<file path="src/rtl/shift_sequencer_64.sv">
`default_nettype none
// ============================================================================
// Module   : shift_sequencer_64
// Brief    : Multi-cycle variable left shifter built from iterated shift-by-8
//            and shift-by-1 steps. Optional macro SHIFT_SEQ_FAST_BIT_EN makes
//            the residual 0..7 bit shift a single-cycle step.
// Revision : 1.0 - initial release
// ============================================================================
module shift_sequencer_64 #(
    parameter int WIDTH = 64,
    parameter int AMT_W = 6
) (
    input  logic             clock,
    input  logic             reset,
    input  logic             start,
    input  logic [WIDTH-1:0] a,
    input  logic [AMT_W-1:0] amount,
    output logic             busy,
    output logic             done,
    output logic [WIDTH-1:0] result
);

    typedef enum logic [1:0] {
        IDLE = 2'd0,
        BYTE = 2'd1,
        BIT  = 2'd2,
        DONE = 2'd3
    } state_t;

    localparam logic [AMT_W-4:0] BYTE_ONE = {{(AMT_W-4){1'b0}}, 1'b1};

    state_t           state, state_next;
    logic [WIDTH-1:0] acc, acc_next;
    logic [AMT_W-4:0] byte_cnt, byte_cnt_next;
    logic [2:0]       bit_cnt, bit_cnt_next;

    always_comb begin
        state_next    = state;
        acc_next      = acc;
        byte_cnt_next = byte_cnt;
        bit_cnt_next  = bit_cnt;
        case (state)
            IDLE: begin
                if (start) begin
                    acc_next      = a;
                    byte_cnt_next = amount[AMT_W-1:3];
                    bit_cnt_next  = amount[2:0];
                    if (amount[AMT_W-1:3] != '0)
                        state_next = BYTE;
                    else if (amount[2:0] != 3'd0)
                        state_next = BIT;
                    else
                        state_next = DONE;
                end
            end
            BYTE: begin
                acc_next      = acc << 8;
                byte_cnt_next = byte_cnt - BYTE_ONE;
                if (byte_cnt == BYTE_ONE)
                    state_next = (bit_cnt != 3'd0) ? BIT : DONE;
            end
            BIT: begin
`ifdef SHIFT_SEQ_FAST_BIT_EN
                acc_next     = acc << bit_cnt;
                bit_cnt_next = 3'd0;
                state_next   = DONE;
`else
                acc_next     = acc << 1;
                bit_cnt_next = bit_cnt - 3'd1;
                if (bit_cnt == 3'd1)
                    state_next = DONE;
`endif
            end
            DONE: begin
                state_next = IDLE;
            end
            default: begin
                state_next = IDLE;
            end
        endcase
    end

    // Result captures the final accumulator value on the edge that enters DONE,
    // so it is valid alongside the done pulse and stable otherwise.
    always_ff @(posedge clock or posedge reset) begin
        if (reset) begin
            state    <= IDLE;
            acc      <= '0;
            byte_cnt <= '0;
            bit_cnt  <= 3'd0;
            result   <= '0;
            busy     <= 1'b0;
            done     <= 1'b0;
        end else begin
            state    <= state_next;
            acc      <= acc_next;
            byte_cnt <= byte_cnt_next;
            bit_cnt  <= bit_cnt_next;
            busy     <= (state_next != IDLE);
            done     <= (state_next == DONE);
            if ((state_next == DONE) && (state != DONE))
                result <= acc_next;
        end
    end

endmodule
`default_nettype wire

</file>
<file path="config.mk">
export PLATFORM = sky130hd
export DESIGN_NAME = shift_sequencer_64
export DESIGN_NICKNAME = d
export VERILOG_FILES = /design/src/rtl/shift_sequencer_64.sv
export SDC_FILE = /design/constraint.sdc
export NUM_CORES = 1
export LEC_CHECK = 0
export CORE_UTILIZATION = 45
export CTS_CLUSTER_DIAMETER = 100
export CTS_CLUSTER_SIZE = 12
export DETAILED_ROUTE_END_ITERATION = 8
export PLACE_DENSITY = 0.77
export REMOVE_ABC_BUFFERS = 1
export SYNTH_ARGS = -nofsm -noshare
export SYNTH_HDL_FRONTEND = slang
export SYNTH_SLANG_ARGS = --single-unit
</file>
<file path="constraint.sdc">
create_clock -name clock -period 5.1 [get_ports clock]
set_clock_uncertainty 0.2 [all_clocks]
set_input_delay 1.02 -clock clock [delete_from_list [all_inputs] [get_ports clock]]
set_output_delay 1.02 -clock clock [all_outputs]
set_load 0.05 [all_outputs]
</file>
After elaboration in Yosys (flattened, before gate mapping)
Index checks and enable logic that the tools add are counted.
{ "word_totals": {"in_bits": 73, "out_inout_bits": 66, "romBits": 0, "memories": 0, "register_bits": 138, "word_cells": 40, "ramBits": 0, "latchBits": 0} }
{ "op_classes": {"muxes": 13, "eq_ne": 8, "n_lt_le_gt_ge": 0, "n_bitwise": 0, "n_mul": 0, "reduce_logical": 10, "n_div": 0, "shifts": 0, "n_addsub": 2} }
{ "op_table": {"columns": ["cell", "count"], "rows": [
  ["$pmux W64 S3", 1],
  ["$mux W64", 1],
  ["$pmux W3 S2", 2],
  ["$reduce_bool A3 Y1", 3],
  ["$mux W2", 4],
  ["$pmux W2 S4", 1],
  ["$eq A2 B2 Y1 const B", 3],
  ["$eq A3 B1 Y1 const B", 2],
  ["$mux W3", 2],
  ["$reduce_bool A2 Y1", 3],
  ["$sub A3 B1 Y3 const B", 2],
  ["$ne A2 B2 Y1 const B", 2],
  ["$reduce_and A2 Y1", 2],
  ["$eq A2 B1 Y1 const B", 1],
  ["$logic_not A2 Y1", 1],
  ["$mux W1", 2],
  ["$logic_and A1 B1 Y1", 1]
]} }

Longest topological paths before layout
{ "logic_depth": {"ltp_word": 7, "depth_mapped": 9} }

Worst setup path before layout
Ideal clock, no wire load.
{ "synth_timing": {"path_kind": "input port to flip-flop", "from": "input port start", "to": "register result[0]", "arrival_time_ns": 2.475, "stages": 9, "path_buffers": 4, "path_slack_ns": 2.300, "setup_ns": 0.125, "required_time_ns": 4.775, "path_cell_list": "buf_4 nand2b_1 buf_4 nor2_1 o31ai_4 buf_6 nor2_8 buf_6 mux2_4"} }
{ "synth_between": {"elab_chain_cells": 4, "word_cells_on_any_way": 6, "cone_classes": "eq/ne: 1; mux: 4; reduce/logical: 1"} }
{ "synth_rtl": {"columns": ["element", "line", "source"], "rows": [
  ["from (decl)", "15", "input logic start,"],
  ["$mux W2", "44", "if (start) begin"],
  ["$pmux W2 S4", "42", "case (state)"],
  ["$eq A2 B2 Y1", "101", "if ((state_next == DONE) && (state != DONE))"],
  ["$logic_and A1 B1 Y1", "101", null],
  ["to (signal assigned)", "102", "result <= acc_next;"],
  ["to (decl)", "20", "output logic [WIDTH-1:0] result"]
]} }
Parallel ways exist; a longest one is shown, timed or not.
A chain may end at the register's enable or synchronous reset.

Worst setup path after layout
{ "layout_timing": {"from": "input port amount[3]", "to": "register result[46]"} }
{ "layout_between": {"elab_chain_cells": 6} }
{ "layout_rtl": {"columns": ["element", "line", "source"], "rows": [
  ["from (decl)", "17", "input logic [AMT_W-1:0] amount,"],
  ["$reduce_bool A3 Y1", "48", "if (amount[AMT_W-1:3] != '0)"],
  ["$mux W2", "48", null],
  ["$mux W2", "44", null],
  ["$pmux W2 S4", "42", null],
  ["$eq A2 B2 Y1", "101", null],
  ["$logic_and A1 B1 Y1", "101", null]
]} }
Every way passes these cells.

==> flow_summary_export.csv <==
group,metric,value,unit
routing,wl_met3,1769,um
cts,clk_latency,0.42,ns
synth,netlist_area,7677,um2
worst_setup_path,cp.buffers_inverters,2,
sta,holdWs,0.3089,ns
floorplan,num_rows,47,
worst_setup_path,setup.worst_path.start_class,"input pin",
sta,fin_crit,3.500,ns
placed_design,gp_congestion,0.8547,
cts,holdBufCountCts,0,
global_route,overflow,0,
synth,yosysWarnings,0,
floorplan,die_w,132.6,um
worst_setup_path,worst_setup_path_end_kind,"register",
routing,dr.pass1.iters,5,
power_and_ir_drop,clkPwrFrac,17.5,%
power_and_ir_drop,powerDensity,757.6,nW/um2
power_and_ir_drop,vdd_drop_max,0.4027,mV
synth,synth_edf_count,0,
worst_hold_path,hp-class,"reg2reg",
sta,tightest_slew,0.9706,ns
routing,wl_met1,9240,um
power_and_ir_drop,power,7.326,mW
power_and_ir_drop,cellLeakagePower,4.084,nW
worst_setup_path,cp_cell_sequence,"clkdlybuf4s50_1 > nor3_2 > o31ai_1 > o32ai_4 > buf_4 > o21ai_0 > o41ai_2",
sta,slew_violations,0,
status,status,"completed",
sta,slew_headroom,35.29,%
sta,finalSetupViolCount,0,
synth,synth-seq-cells,138,
placed_design,io_buffer_count,138,
floorplan,fp.coreArea,16640,um2
synth,syn_area_per_cell,10.32,um2
synth,synthCells,744,
routing,wire_per_inst,19.63,um
floorplan,fp.dieArea,17590,um2
cts,cts_root_buffer,"clkbuf_16",
global_route,grt_pass1_wl,33670,um
cells_and_area,antenna_cells,0,
cells_and_area,drive_above_1_share,12.95,%
routing,met2_length,9748,um
cts,cts-htree-levels,4,
power_and_ir_drop,netSwitchingPower,3.461,mW
placed_design,place_hpwl,13080,um
cts,cts-buffers-inserted,17,
global_route,track_usage,24.83,%
power_and_ir_drop,seq_power_share,30.1,%
worst_setup_path,cp_slowest_cell,"buf_4",
cells_and_area,area_growth,25.95,%
cts,ctsResizeCount,0,
routing,vias_per_cell,5.887,
routing,vias,6340,
sta,setup_tns,0,ns
floorplan,io_pins,139,
routing,drc,0,
worst_setup_path,worst_path_dominant_cell_family,"buffers and inverters",
synth,ys_types,46,
global_route,grt_pass1_vias,6061,
synth,synthArstFlopShare,100.0,%
sta,fin_crit_sh,68.62,%
synth,seq_area_frac_synth,44.98,%
routing,highest_layer,"met4",
sta,finalHoldViolCount,0,
sta,rsz0062_at_grt,"false",
worst_setup_path,criticalPathCategory,"in2reg",
cts,cts_tree,"done",
sta,max_freq,285.7,MHz
worst_setup_path,arrival,3.61,ns
cells_and_area,nNetsFinal,922,
worst_setup_path,max_stage_delay,0.77,ns
global_route,grt_antenna_before_repair,0,
worst_setup_path,crit_required,5.21,ns
floorplan,fp.dieH,132.6,um
routing,first_iter_violations,591,
routing,finalWirelength,21150,um
cts,clkSlewWorstSetupHoldPaths,0.06,ns
cts,clk_path_buf_depth,2,
cts,cts_sinks,138,
worst_setup_path,cp_max_fo,84,
power_and_ir_drop,power.internal,3.865,mW
cts,cts_setup_buffers,0,
job,cap_violations,0,
global_route,grt_max_degree,88,
power_and_ir_drop,power_frac_comb,52.4,%
placed_design,dp_slack,1.225,ns
routing,ant_nets,0,
power_and_ir_drop,netSwitchingFraction,47.24,%
synth,ys.flop_type,"dfrtp_1",
sta,fin_ws,1.600,ns
floorplan,start_util,46.13,%
==> layout make-up <==
type                            instances  area (um2)
Fill cell                            1374        6973
Multi-Input combinational cell        526        3812
Sequential cell                       138        3461
Timing Repair Buffer                  148        1454
Clock buffer                           20       466.7
Tap cell                              220       275.3
Clock inverter                         12       146.4
Inverter                               13       53.80
==> registers in the layout (all words and copies together) (netlist names) <==
register	flops
byte_cnt	3
bit_cnt	3
state	2
busy	1
done	1
acc	64
result	64
==> worst register-to-register path, delay by kind of cell (launching register included) <==
kind / cells / cell delay, ns
simple gates: 2 / 0.58
flops: 1 / 0.82
compound gates: 3 / 0.87
buf+inv: 1 / 0.80
==> layout by cell type (no fill, tap or decap), types with 2 or more instances in the layout <==
cell type,instances
nand2b_4,2
clkdlybuf4s50_1,137
dfrtp_1,136
o22ai_1,10
o41ai_2,18
nand2_1,48
bufinv_16,3
mux4_2,8
o31ai_1,2
clkinvlp_4,3
mux2i_1,68
buf_4,11
a21oi_1,95
o41ai_1,24
clkinv_2,5
clkbuf_8,3
nand3_1,2
inv_1,11
ha_1,5
mux2_4,18
a31oi_1,2
o21a_1,3
o21ai_0,89
o211ai_1,2
clkbuf_16,17
nor2_1,53
mux2_2,12
dfrtp_4,2
nand2b_1,46
==> power groups by stage <==
| stage | clock (mW) | combinational, mW | sequential [mW] |
|---|---|---|---|
| floorplan | 0 | 1.88 | 2.92 |
| global placement | 0 | 3.75 | 2.20 |
| detailed placement | 0 | 3.81 | 2.20 |
| CTS | 1.30 | 3.84 | 2.20 |
| global route | 1.35 | 4.13 | 2.28 |
| finish | 1.28 | 3.84 | 2.20 |
==> cells by family after synthesis <==
logic type,after synthesis,synth area share [%]
multiplexers,106,16.49
AND/OR/NAND/NOR,158,10.17
flip-flops,138,44.98
AO/OA/AOI/OAI,257,22.18
adder cells (fa/ha/maj),5,0.8149
buffers and inverters,80,5.362
==> metrics by stage <==
step / cell area [um2] / std cells / utilization (%)
final: 9669 / 1077 / 58.10
after global routing: 9669 / 1077 / 58.10
after CTS: 9669 / 1077 / 58.10
after detailed placement: 9056 / 1045 / 54.42
after global placement: 9056 / 1045 / 54.42
after floorplan: 7315 / 677 / -
==> cell usage after synthesis (12+ instances only) <==
cell type	count	area (um2)
dfrtp_1	138	3453
o41ai_1	24	210.2
mux2_2	12	135.1
clkbuf_1	29	108.9
nor2_1	53	198.9
nand2_1	48	180.2
nand2b_1	46	287.8
a21oi_1	95	475.5
buf_2	20	100.1
o21ai_0	89	445.4
mux2i_1	68	680.7
o41ai_2	18	292.8
inv_1	12	45.04
mux2_4	18	270.3
==> final timing paths <==
check                           start         end  slack [ns]  cells past startpoint
setup / recovery            amount[3]  result[46]        1.60                      7
hold / removal             result[13]  result[13]        0.31                      2
setup reg to reg             state[0]  result[44]        1.71                      6
hold reg to reg            result[13]  result[13]        0.31                      2
max in group asynchronous       reset      acc[0]        2.85                      3
min in group asynchronous       reset  result[30]        0.92                      2
==> layer usage <==
metal  global-route usage (%)  vias up
met2                    37.08      249
li1                         -     2918
met3                    7.203       33
met5                        0        -
met4                    8.174        0
met1                    34.58     3140
No activity file was read; power rests on OpenSTA's default activity.
